### src/rtl/shift_register_ctrl.sv
// shift_register_ctrl: sequences an external shift_register as a parallel-in/serial-out stage
module shift_register_ctrl #(
  parameter int WIDTH       = 5,
  parameter bit SHIFT_RIGHT = 1'b0
) (
  input  logic                     clk,
  input  logic                     rst,
  input  logic [WIDTH-1:0]         in_data,
  input  logic                     in_valid,
  output logic                     in_ready,
  output logic                     sr_load,
  output logic                     sr_shift,
  output logic [WIDTH-1:0]         sr_load_data,
  output logic                     sr_shift_in,
  input  logic [WIDTH-1:0]         sr_out,
  output logic                     out_bit,
  output logic                     out_valid,
  input  logic                     out_ready,
  output logic                     out_last,
  output logic                     busy,
  output logic [$clog2(WIDTH)-1:0] bit_idx
);
  localparam int IW = $clog2(WIDTH);
  localparam logic [IW-1:0] LAST = IW'(WIDTH - 1);
  typedef enum logic {IDLE, STREAM} state_t;
  state_t        state_q;
  logic [IW-1:0] bit_idx_q;
  logic          beat;
  logic          unused_sr;
  assign busy         = state_q == STREAM;
  assign out_valid    = busy;
  assign out_last     = busy & (bit_idx_q == LAST);
  assign beat         = out_valid & out_ready;
  assign in_ready     = ~rst & (~busy | (beat & out_last));
  assign sr_load      = in_valid & in_ready;
  assign sr_shift     = beat & ~out_last;
  assign sr_load_data = in_data;
  assign sr_shift_in  = 1'b0;
  assign out_bit      = SHIFT_RIGHT ? sr_out[0] : sr_out[WIDTH-1];
  assign bit_idx      = bit_idx_q;
  assign unused_sr    = ^sr_out;
  // Word accept restarts the bit index, non-final beats advance it, a final beat without a new word ends the stream
  always_ff @(posedge clk) begin
    if (rst) begin
      state_q   <= IDLE;
      bit_idx_q <= '0;
    end else if (sr_load) begin
      state_q   <= STREAM;
      bit_idx_q <= '0;
    end else if (sr_shift) begin
      bit_idx_q <= bit_idx_q + IW'(1);
    end else if (beat) begin
      state_q   <= IDLE;
      bit_idx_q <= '0;
    end
  end
endmodule
### config.mk
export PLATFORM = sky130hd
export DESIGN_NAME = shift_register_ctrl
export DESIGN_NICKNAME = d
export VERILOG_FILES = /design/src/rtl/shift_register_ctrl.sv
export SDC_FILE = /design/constraint.sdc
export NUM_CORES = 1
export LEC_CHECK = 0
export ABC_AREA = 1
export BUFFER_PORTS_ARGS = -buffer_cell sky130_fd_sc_hd__buf_2
export CAP_MARGIN = 20
export CELL_PAD_IN_SITES_DETAIL_PLACEMENT = 0
export CELL_PAD_IN_SITES_GLOBAL_PLACEMENT = 2
export CORE_MARGIN = 4
export CORE_UTILIZATION = 14
export DETAILED_ROUTE_END_ITERATION = 8
export MAX_ROUTING_LAYER = met4
export PLACE_DENSITY_LB_ADDON = 0.15
export REMOVE_ABC_BUFFERS = 1
export SYNTH_ARGS = -nofsm -noshare
export SYNTH_HDL_FRONTEND = slang
export SYNTH_SLANG_ARGS = --single-unit
export TNS_END_PERCENT = 1
### constraint.sdc
create_clock -name clk -period 1.1 [get_ports clk]
set_clock_uncertainty 0.15 [all_clocks]
set_input_delay 0.055 -clock clk [delete_from_list [all_inputs] [get_ports clk]]
set_output_delay 0.055 -clock clk [all_outputs]
set_load 0.01 [all_outputs]
---- Yosys cells after proc, flatten, opt, wreduce, memory -nomap -nowiden ----
Index checks and enable logic that the tools add are counted.
storage, ports and cells
  output and inout bits ................... 16
  register bits after elaboration ......... 4
  logic and storage cells ................. 24
  input port bits ......................... 14
cells by class
  reductions and logical operators ........ 4
  muxes and demuxes ....................... 5
  bitwise operators ....................... 10
  equality and inequality tests ........... 2
  add/subtract/negate cells ............... 1
operators with widths
  kind                                                            number
  1-bit bitwise AND                                               6
  3-bit 2-to-1 mux                                                2
  2-bit nonzero test                                              2
  3-bit by 1-bit adder with 3-bit output (second input constant)  1
  3-bit == test (second input constant)                           1
  1-bit 2-to-1 mux                                                3
  1-bit NOT                                                       3
  2-bit != test (second input constant)                           1
  2-bit AND reduction                                             1
  2-bit OR reduction                                              1
  1-bit bitwise OR                                                1

---- Depth between registers and ports, before layout ----
Gate-level depths: netlist of the first run.
  depth in word-level cells ............... 8
  gate-level depth with buffers ........... 7
  depth with buffers taken out ............ 7

---- Worst setup path before layout of the first run ----
OpenSTA, ideal clock, no wires.
  kind .................................... register to register
  start point ............................. reg bit_idx_q[0], in the netlist bit_idx[0]
  end point ............................... reg bit_idx_q[2], in the netlist bit_idx[2]
  path buffers ............................ 0
  required time ........................... 0.833 ns
  setup time .............................. 0.117 ns
  arrival time ............................ 1.055 ns
  stages on the path, launching flop included .. 8
  slack ................................... -0.222 ns
  period minus slack after synthesis ...... 1.322 ns
  cell sequence ........................... dfxtp_1 inv_1 ha_1 nand2_2 nor2_1 nand2_1 o211ai_1 nor2_1
between the ends
  word-level cells in the longest chain between the ends .. 7
  elaborated cells between the ends (all ways) .. 12
  classes of those cells .................. add/sub (1); eq/ne (1); mux (1); bitwise (7); reduce/logical (2)
ends and longest elaborated chain
  item                                 RTL line  text
  from (decl)                          27        logic [IW-1:0] bit_idx_q;
  from (signal assigned)               51        bit_idx_q <= bit_idx_q + IW'(1);
  3-bit == test (*)                    32        assign out_last = busy & (bit_idx_q == LAST);
  1-bit bitwise AND (*)                32
  net out_last                         19        output logic out_last,
  1-bit bitwise AND                    34        assign in_ready = ~rst & (~busy | (beat & out_last));
  1-bit bitwise OR                     34
  1-bit bitwise AND                    34
  1-bit bitwise AND                    35        assign sr_load = in_valid & in_ready;
  2-bit OR reduction (no source line)  --
The timed path passes the listed nets; every way through them passes the cells marked *.
A chain may end at the register's enable or synchronous reset.

---- Worst setup path after layout of the first run ----
  start point ............................. reg bit_idx_q[0], in the netlist bit_idx[0]
  end point ............................... out sr_load
between the ends
  word-level cells in the longest chain between the ends .. 6
ends and longest elaborated chain
  item               RTL line  text
  3-bit == test      32
  1-bit bitwise AND  32
  1-bit bitwise AND  34
  1-bit bitwise OR   34
  1-bit bitwise AND  34
  1-bit bitwise AND  35
  to (decl)          11        output logic sr_load,
No other way between the ends.

==> results of run 1 <==
[synthesized netlist by cell type (all sizes together)]
cell,count
o211ai,1
buf,8
xor2,1
dfxtp,4
o21bai,1
o21ai,2
nand3,1
conb,1
nand2,9
clkinv,1
ha,2
a21oi,1
inv,12
nor2,4
[registers in the layout, indices dropped and copies added (netlist names)]
signal,flops
bit_idx,3
busy,1
[final cells by class]
cell class,count,share of cell area
flip-flops and latches,4,0.152
inverters,13,0.0895
multi-input cells,23,0.300
repair buffers,27,0.356
clock buffers,3,0.0403
well taps,28,0.0626
[layer usage]
metal / vias to the layer above / GRT usage
met1: 152 / 0.0510
met3: 0 / 0.0271
met5: - / -
met4: 0 / 0.0199
li1: 174 / -
met2: 7 / 0.0962
[cells in the final DEF, fill, tap and decap left out, drive strengths merged]
cell type / Yosys / final
xor2: 1 / 1
dfxtp: 4 / 4
o21ai: 2 / 2
nor2: 4 / 4
conb: 1 / 1
clkinv: 1 / 1
ha: 2 / 2
nand2: 9 / 9
o21bai: 1 / 1
nand3: 1 / 1
a21oi: 1 / 1
buf: 8 / 19
dlygate4sd3: 0 / 8
inv: 12 / 12
clkbuf: 0 / 3
o211ai: 1 / 1
[metrics by stage]
step / TNS, ns / cells / instance area (um^2) / hold WS (ns) / setup slack (ns)
global placement: -0.769 / 86 / 418 / -0.0399 / -0.163
CTS: -1.63 / 98 / 551 / 0.00274 / -0.343
global route: -1.81 / 98 / 559 / 0.0204 / -0.341
detailed placement: -0.680 / 86 / 418 / -0.0399 / -0.144
finish: -1.37 / 98 / 559 / 0.000362 / -0.279
floorplan: -0.783 / 40 / 278 / -0.0400 / -0.222
[final timing paths]
path         startpoint          to  slack (ns)
max          bit_idx[0]     sr_load       -0.28
min                 rst  bit_idx[0]      0.0004
max reg2reg  bit_idx[0]  bit_idx[1]       -0.18
min reg2reg        busy  bit_idx[2]        0.42
[kinds of logic after synthesis]
| kind of cell | synth area share |
|---|---|
| adders and majority gates | 0.0741 |
| other | 0.0111 |
| DFF | 0.237 |
| AOI/OAI and AO/OA | 0.122 |
| buffers and inverters | 0.326 |
| and+or+nand+nor | 0.204 |
| xor gates and xnor gates | 0.0259 |
[power groups by stage]
stage               sequential, W  combinational, W  clock (W)
finish                   0.000157          0.000127   0.000174
global route             0.000157          0.000139   0.000197
CTS                      0.000156          0.000125   0.000183
detailed placement       0.000158         0.0000877          0
global placement         0.000158         0.0000886          0
floorplan                0.000163         0.0000434          0
[worst min-delay path, cell delays in order]
cell,delay [ns]
buf_2,0.08
inv_1,0.08
nand2_2,0.09
nor2_1,0.03
[repair_timing]
action                                  CTS  global route
pin swaps                                 7             3
gates resized for setup                   8             4
endpoints found under the setup margin    7            11
hold buffers                              8             0
setup buffers                             1             0
hold endpoints to repair                  7             0
==> summary.txt, run 1 <==
Final layout
  – Share of the core filled with cells: 0.248
  – Antenna Cells: 0
  – Number of fill cells: 279
  – Net count, final: 88
  – Area delta synth->final: 65.6%
  – Fraction of layout instances using a drive strength above 1: 0.543
  – Flip-flop and latch area: 85.1 um^2
  – Combined area of the multi-input logic cells: 168 um^2

Timing
  – Hold violation count in the final report: 0
  – Fmax achieved: 725 MHz
  – Tcrit/Tclk final: 1.25
  – Setup repair after global routing missed its margin: yes
  – Final setup violation count: 7
  – Crit path time final: 1.38 ns
  – Smallest setup slack after layout: -0.279 ns
  – Max-slew violations: 0

Power and ir drop
  – Portion of total power attributed to sequential cells: 0.342
  – Switching pwr: 0.000118 W
  – PnR Total Power: 0.000458 W
  – Comb pwr share: 0.278
  – Internal Pwr Total: 0.000340 W
  – Clock network fraction of total power: 0.380
  – Power per cell area: 819 nW/um^2
  – Worst vdd rail ir drop: 0.413 mV
  – Sw frac: 0.258
  – Static Leakage: 0.285 nW

Setup path
  – Critical Path Source Type: flip-flop
  – Most frequent CP cell: inv_2
  – CP arrival: 1.17 ns
  – Standard cell with the maximum stage delay on the critical path: dfxtp_2
  – Maximum net fanout on the critical path: 3
  – Crit. path cell count: 7
  – Kind of cell with the highest combined delay on the critical path: flip-flops
  – Number of buffers and inverters on the critical path: 3
  – Worst stage delay on the critical path: 0.31 ns
  – Required time at the endpoint of the critical path: 0.89 ns
  – Worst reg2reg path depth: 8
  – CP cell instances: inv_2, ha_4, nand2_4, o21bai_4, nand3_2, inv_2, buf_6
  – Nature of the critical path endpoint: output port
  – Critical path start-end classification: reg -> out

Clock tree
  – CTS Root Buffer Type: clkbuf_4
  – Clock tree from TritonCTS: yes
  – H-tree level count: 1
  – Clock transition time at the flip-flop clock pins of the worst setup and hold paths: 0.03 ns
  – Number of buffers added by the clock tree synthesis step: 3
  – Longest Clk Path Bufs: 2
  – Clock Latency Late Sink: 0.23 ns
  – Clock sink total: 4

Floorplanning
  – Horiz. Die Dim: 57.1 um
  – Core Rows: 17
  – Floorplan Core Area: 2250 um^2
  – Die Height: 57.1 um
  – Top-level I/O count: 30
  – Initial cell density of the core: 0.150
  – Overall die area: 3260 um^2

Routing
  – Average via count per standard cell: 3.40
  – First-pass iteration count of the detailed router: 1
  – Detailed router's first-iteration violation count: 0
  – DR DRC count: 0
  – Final Routed Wirelength: 836 um
  – Met1 Wirelength: 317 um
  – Met2 layer wire length in the routed design: 472 um
  – Routed WL per cell: 8.53 um
  – Post-DRT Antenna Nets: 0
  – Detailed-routed wire length on met3: 46 um
  – Top Layer Used: met3
  – Overall via count from detail_route: 333

Logic synthesis
  – Mean instance size in the synthesized netlist: 7.04 um^2
  – Share of the yosys chip area belonging to registers: 0.237
  – Ys Warns: 0
  – Synth area leaders: dfxtp_1 24%, buf_4 18%, inv_1 13%, ha_1 7.4%, nand2_2 7.4%
  – Gate count after technology mapping: 48
  – Flip-flop and latch count after synthesis: 4
  – Mapped Area: 338 um^2
  – Share of the synthesized area in the top cell type: 0.237
  – Synth cell types: 15
  – Cell type contributing the most total cell area after synthesis: dfxtp_1

Global route
  – Final global-route overflow total: 0
  – Global-route wire length before repair: 1320 um
  – Via count of the first global-routing pass: 340
  – Number of antenna violations at the first check in global routing: 0
  – Pin count of the biggest net entering global routing: 5
  – Global-route usage over all layers: 0.0547

Place
  – Placed wire-length estimate: 634 um
  – Port-buffer cells: 12
  – Gpl congestion: 0.602

Flow run
  – Maxcap violations: 0

Status
  – Result of the run: complete, but fails checks
  – Violated checks: setup timing

Min path
  – WHS Path Cells: 4
  – Class of the tightest hold or removal check: in -> reg
(Power assumes the default switching activity.)
==> run 2, diff against run 1 <==
ABC_AREA = 0   (was 1)
CORE_UTILIZATION = 15   (was 14)
clock period = 1.3 ns   (was 1.1 ns; I/O delays follow)
==> run 2 against run 1 <==
Synthesized cell count down 21%. Critical path depth shrank 1. Non-clock buffer count down 3. The flow still finishes with violations (setup timing). Sequential share of layout area rose by 1.5 points. Global-route usage up 2.2 points. Routed wire length is 7.1% higher. Final cell count shrank 15%. Count of clock-buffer cells in the layout did not move. Critical path type unchanged. Area after synthesis decreased by 7.4%.
==> summary.txt, run 2 <==
Floorplanning
  – Top-level I/O count: 30
  – Initial cell density of the core: 0.159
  – Core Rows: 16
  – Die Height: 53.7 um
  – Floorplan Core Area: 1960 um^2
  – Horiz. Die Dim: 53.7 um
  – Overall die area: 2880 um^2

Timing
  – Smallest setup slack after layout: -0.158 ns
  – Max-slew violations: 0
  – Crit path time final: 1.46 ns
  – Fmax achieved: 686 MHz
  – Final setup violation count: 4
  – Setup repair after global routing missed its margin: yes
  – Tcrit/Tclk final: 1.12
  – Hold violation count in the final report: 0

Logic synthesis
  – Gate count after technology mapping: 38
  – Top cell types by occurrence after synthesis: 8 x buf_4, 4 x dfxtp_1, 3 x a221oi_1, 3 x nand2_1
  – Post-synth EDFFs: 0
  – Cell with the most instances after synthesis: buf_4
  – Ys Warns: 0
  – Share of the yosys chip area belonging to registers: 0.256
  – Post-synthesis async set-or-reset flop share: 0
  – Mean instance size in the synthesized netlist: 8.23 um^2
  – Flip-flop and latch count after synthesis: 4
  – Share of the synthesized area in the top cell type: 0.256
  – Synth area leaders: dfxtp_1 26%, buf_4 19%, a221oi_1 8.4%, ha_1 8.0%, nand2_2 4.0%
  – Top FF cell, synth: dfxtp_1
  – Mapped Area: 313 um^2
  – Cell type contributing the most total cell area after synthesis: dfxtp_1
  – Synth cell types: 18

Min path
  – Class of the tightest hold or removal check: in -> reg
  – WHS Path Cells: 3

Clock tree
  – Clock transition time at the flip-flop clock pins of the worst setup and hold paths: 0.04 ns
  – Clock Latency Late Sink: 0.23 ns
  – CTS Root Buffer Type: clkbuf_4
  – Post-CTS Setup Bufs: 0
  – Clock tree from TritonCTS: yes
  – Clock sink total: 4
  – Number of buffers added by the clock tree synthesis step: 3
  – H-tree level count: 1
  – Longest Clk Path Bufs: 2

Setup path
  – Critical path start-end classification: reg -> out
  – CP arrival: 1.24 ns
  – Nature of the critical path endpoint: output port
  – Required time at the endpoint of the critical path: 1.09 ns
  – Worst reg2reg path depth: 5
  – Flop-to-flop setup slack: 0.02 ns
  – Maximum net fanout on the critical path: 4
  – Critical Path Source Type: flip-flop

Global route
  – Global-route usage over all layers: 0.0771
  – Number of antenna violations at the first check in global routing: 0
  – Global-route wire length before repair: 1510 um
  – Pin count of the biggest net entering global routing: 11
  – Final global-route overflow total: 0
  – Via count of the first global-routing pass: 348

Status
  – Result of the run: complete, but fails checks
  – Violated checks: setup timing

Final layout
  – Net count, final: 74
  – Flip-flop count of the largest register, all copies and words added: 3
  – Commonest cells after routing, fill and taps aside: 11 x buf_2, 8 x dlygate4sd3_1, 4 x buf_4
  – Non-filler cells in the finished layout: 83
  – Area delta synth->final: 60.8%
  – Antenna Cells: 0
  – Most common cell after layout, fill and taps aside: buf_2
  – Fraction of layout instances using a drive strength above 1: 0.536

Place
  – Gpl congestion: 0.706
  – Placed wire-length estimate: 640 um
  – Placed instance count: 72
  – Port-buffer cells: 12
  – Placement-stage worst setup slack: -0.0842 ns

Routing
  – Final Routed Wirelength: 895 um
  – First-pass iteration count of the detailed router: 1
  – DR DRC count: 0
  – Overall via count from detail_route: 322
  – Post-DRT Antenna Nets: 0
  – Routed WL per cell: 10.8 um
  – Detailed router's first-iteration violation count: 0
  – Average via count per standard cell: 3.88

Power and ir drop
  – Static Leakage: 0.212 nW
  – Power per cell area: 731 nW/um^2
  – PnR Total Power: 0.000368 W
  – Worst vdd rail ir drop: 0.275 mV

Flow run
  – Maxcap violations: 0
==> run 2: cell types whose count changed after synthesis, sizes merged, moves of 2 or more <==
cell / delta
inv: -10
a221oi: +3
a21oi: +2
nand4: +2
nand2: -4
nor2: -2
==> run 2: logic make-up (layout without fill, tap and decap cells) <==
| family | count (synthesis) | count (layout) | synth area share |
|---|---|---|---|
| and+or+nand+nor | 13 | 13 | 0.240 |
| buffers and inverters | 11 | 29 | 0.252 |
| DFF | 4 | 4 | 0.256 |
| adders and majority gates | 2 | 2 | 0.0800 |
| other | 1 | 1 | 0.0120 |
| AOI/OAI and AO/OA | 7 | 7 | 0.160 |
==> run 2: area by class of cell <==
| class | instances | area (um^2) |
|---|---|---|
| Fill cell | 248 | 1460 |
| Inverter | 2 | 7.51 |
| Tap cell | 27 | 33.8 |
| Sequential cell | 4 | 83.8 |
| Timing Repair Buffer | 24 | 176 |
| Clock buffer | 3 | 22.5 |
| Multi-Input combinational cell | 23 | 179 |
==> run 2: metrics by stage <==
step | hold WS, ns | cell area, um^2 | utilization | setup TNS, ns
2_1_floorplan | -0.0200 | 241 | - | -0.365
3_3_place_gp | -0.0199 | 365 | 0.186 | -0.232
3_5_place_dp | -0.0199 | 365 | 0.186 | -0.264
4_1_cts | 0.0524 | 492 | 0.251 | -0.455
5_1_grt | 0.0713 | 503 | 0.256 | -0.775
6_report | 0.0584 | 503 | 0.256 | -0.364
==> run 2: timing repair <==
action,4_1_cts,5_1_grt
pin swaps,3,0
gates cloned,0,0
setup endpoints to repair,7,6
hold buffers,8,0
hold endpoints to repair,10,0
gates resized for setup,8,2
==> run 2: where the power goes <==
part,total (W),switching [W],internal (W),leakage (nW)
clock,0.000148,0.0000449,0.000103,0.0138
combinational,0.0000843,0.0000419,0.0000424,0.165
sequential,0.000136,0.00000771,0.000128,0.0338
==> run 2: worst paths after layout <==
path                endpoint       start
setup / recovery     sr_load  bit_idx[0]
setup reg to reg  bit_idx[2]  bit_idx[0]
hold / removal    bit_idx[2]   out_ready
hold reg to reg         busy        busy
==> run 2: layer usage <==
layer  vias to the layer above  GRT usage  part of all wire
li1                        161          -                 -
met1                       150     0.0825              0.42
met2                        11      0.125              0.51
met3                         0     0.0277             0.069
met4                         0     0.0383                 0
met5                         -          -                 0
==> run 2: critical path: stages (launching register included) <==
cell	delay (ns)
dfxtp_2	0.31
inv_2	0.07
ha_4	0.16
nand3_4	0.09
a21oi_2	0.14
and2_1	0.13
buf_2	0.12
==> run 3, diff against run 2 <==
BUFFER_PORTS_ARGS = not set   (was -buffer_cell sky130_fd_sc_hd__buf_2)
CORE_AREA = 4 4 41 43   (was not set)
CORE_MARGIN = not set   (was 4)
CORE_UTILIZATION = not set   (was 15)
DIE_AREA = 0 0 45 47   (was not set)
DONT_BUFFER_PORTS = 1   (was not set)
TNS_END_PERCENT = not set   (was 1)
clock period = 1.35 ns   (was 1.3 ns; I/O delays follow)
==> run 3 against run 2 <==
The flow finishes with violations (hold timing, setup timing). Sequential share of layout area rose by 0.65 points. Via count decreased by 9.6%. Global-route usage is 2.3 points higher. Highest routed layer unchanged.
==> summary.txt, run 3 (synthesized netlist as in run 2, its figures left out) <==
Timing
  – Max-slew violations: 0
  – Final-layout worst hold slack: -0.264 ns
  – Hold violation count in the final report: 4
  – Tcrit/Tclk final: 1.03
  – Crit path time final: 1.40 ns
  – Fmax achieved: 716 MHz
  – Smallest setup slack after layout: -0.0470 ns
  – Total Negative Setup Slacks: -0.0644 ns
  – Setup repair after global routing missed its margin: yes
  – Final setup violation count: 2

Setup path
  – Reg2Reg Capture Point: bit_idx[2]
  – Number of buffers and inverters on the critical path: 1
  – Worst stage delay on the critical path: 0.32 ns
  – Required time at the endpoint of the critical path: 1.13 ns
  – Critical path start-end classification: reg -> out
  – Critical Path Source Type: flip-flop
  – R2r startpoint: bit_idx[0]
  – CP cell instances: inv_2, ha_4, nand3_4, a21oi_2, and2_4
  – Worst reg2reg path depth: 5
  – Flop-to-flop setup slack: 0.05 ns
  – CP arrival: 1.18 ns
  – Kind of cell with the highest combined delay on the critical path: flip-flops
  – Maximum net fanout on the critical path: 4
  – Nature of the critical path endpoint: output port
  – Standard cell with the maximum stage delay on the critical path: dfxtp_2

Final layout
  – Flip-flop and latch area: 83.8 um^2
  – Combined area of the multi-input logic cells: 216 um^2
  – Net count, final: 66
  – Number of fill cells: 146
  – Commonest cells after routing, fill and taps aside: 10 x buf_4, 6 x dlygate4sd3_1
  – Most common cell after layout, fill and taps aside: buf_4
  – Antenna Cells: 0
  – Area delta synth->final: 54.8%
  – Flip-flop count of the largest register, all copies and words added: 3
  – Non-filler cells in the finished layout: 63
  – Fraction of layout instances using a drive strength above 1: 0.604

Clock tree
  – Longest Clk Path Bufs: 2
  – Clock Latency Late Sink: 0.24 ns
  – Number of buffers added by the clock tree synthesis step: 3
  – Clock transition time at the flip-flop clock pins of the worst setup and hold paths: 0.04 ns
  – Clock tree from TritonCTS: yes
  – CTS Hold Buffers Added: 6
  – CTS Root Buffer Type: clkbuf_4
  – Clock sink total: 4
  – H-tree level count: 1

Global route
  – Global-route wire length before repair: 1400 um
  – Pin count of the biggest net entering global routing: 8
  – Via count of the first global-routing pass: 317
  – Number of antenna violations at the first check in global routing: 0
  – Global-route usage over all layers: 0.100
  – Final global-route overflow total: 0

Floorplanning
  – Core Rows: 13
  – Die Height: 47 um
  – Floorplan Core Area: 1300 um^2
  – Horiz. Die Dim: 45 um
  – Top-level I/O count: 30
  – Overall die area: 2120 um^2
  – Initial cell density of the core: 0.240

Routing
  – Detailed router's first-iteration violation count: 2
  – Routed WL per cell: 14.9 um
  – Average via count per standard cell: 4.62
  – Overall via count from detail_route: 291
  – Final Routed Wirelength: 937 um
  – First-pass iteration count of the detailed router: 3
  – Post-DRT Antenna Nets: 0
  – DR DRC count: 0

Place
  – Gpl congestion: 0.704
  – Port-buffer cells: 0
  – Placed instance count: 52
  – Placed wire-length estimate: 598 um

Power and ir drop
  – Power per cell area: 744 nW/um^2
  – Static Leakage: 0.179 nW
  – Worst vdd rail ir drop: 0.515 mV
  – PnR Total Power: 0.000360 W

Status
  – Violated checks: hold timing, setup timing
  – Result of the run: complete, but fails checks

Min path
  – WHS Path Cells: 1
  – Start point of the worst min-delay path: rst
  – Class of the tightest hold or removal check: in -> reg
  – Hold Path Sink: bit_idx[0]

Flow run
  – Maxcap violations: 0
run 3: cell types whose count changed in the layout (fill, tap and decap cells not counted), sizes merged:
cell	before	now
dlygate4sd3	8	6
buf	16	10
run 3: worst max path at each step:
stage | start | cells past startpoint | to
finish | bit_idx[0] | 5 | sr_load
global route | bit_idx[1] | 5 | sr_load
CTS | bit_idx[0] | 5 | sr_load
detailed placement | bit_idx[0] | 5 | bit_idx[0]
global placement | bit_idx[0] | 5 | bit_idx[2]
floorplan | bit_idx[0] | 5 | bit_idx[1]
run 3: cell type report:
class / instances / area share
timing repair buffer: 16 / 0.279
inverter: 2 / 0.0155
clock buffer: 3 / 0.0465
tap: 15 / 0.0388
sequential: 4 / 0.173
multi-input combinational: 23 / 0.447
run 3: timing repair:
item | in CTS | in global routing
setup buffers | 2 | 0
gates resized for setup | 11 | 5
pin swaps | 4 | 2
endpoints found under the setup margin | 7 | 7
hold endpoints to repair | 10 | 4
run 3: power breakdown:
| part | total, W | internal, W | switching, W |
|---|---|---|---|
| registers | 0.000130 | 0.000123 | 0.00000634 |
| logic | 0.0000777 | 0.0000396 | 0.0000381 |
| clock network | 0.000153 | 0.0000997 | 0.0000532 |
| total | 0.000360 | 0.000263 | 0.0000977 |
run 3: worst register-to-register path, cell delays in order, from the launching register on:
cell and delay [ns]:
dfxtp_2 0.32, buf_4 0.15, ha_1 0.22, nor2_1 0.09, o21ai_0 0.09, a221oi_2 0.21
run 3: through the flow:
stage / util / area [um^2] / setup WS [ns]
after floorplan: - / 241 / -0.0457
after global placement: 0.246 / 320 / -0.0154
after detailed placement: 0.246 / 320 / -0.0217
after CTS: 0.353 / 459 / -0.0510
after global routing: 0.372 / 484 / -0.118
final: 0.372 / 484 / -0.0470
run 3: metal layers:
metal	GRT usage	wire (um)
met2	0.161	486
met4	0	0
met3	0.0805	84
met1	0.102	366
met5	-	0
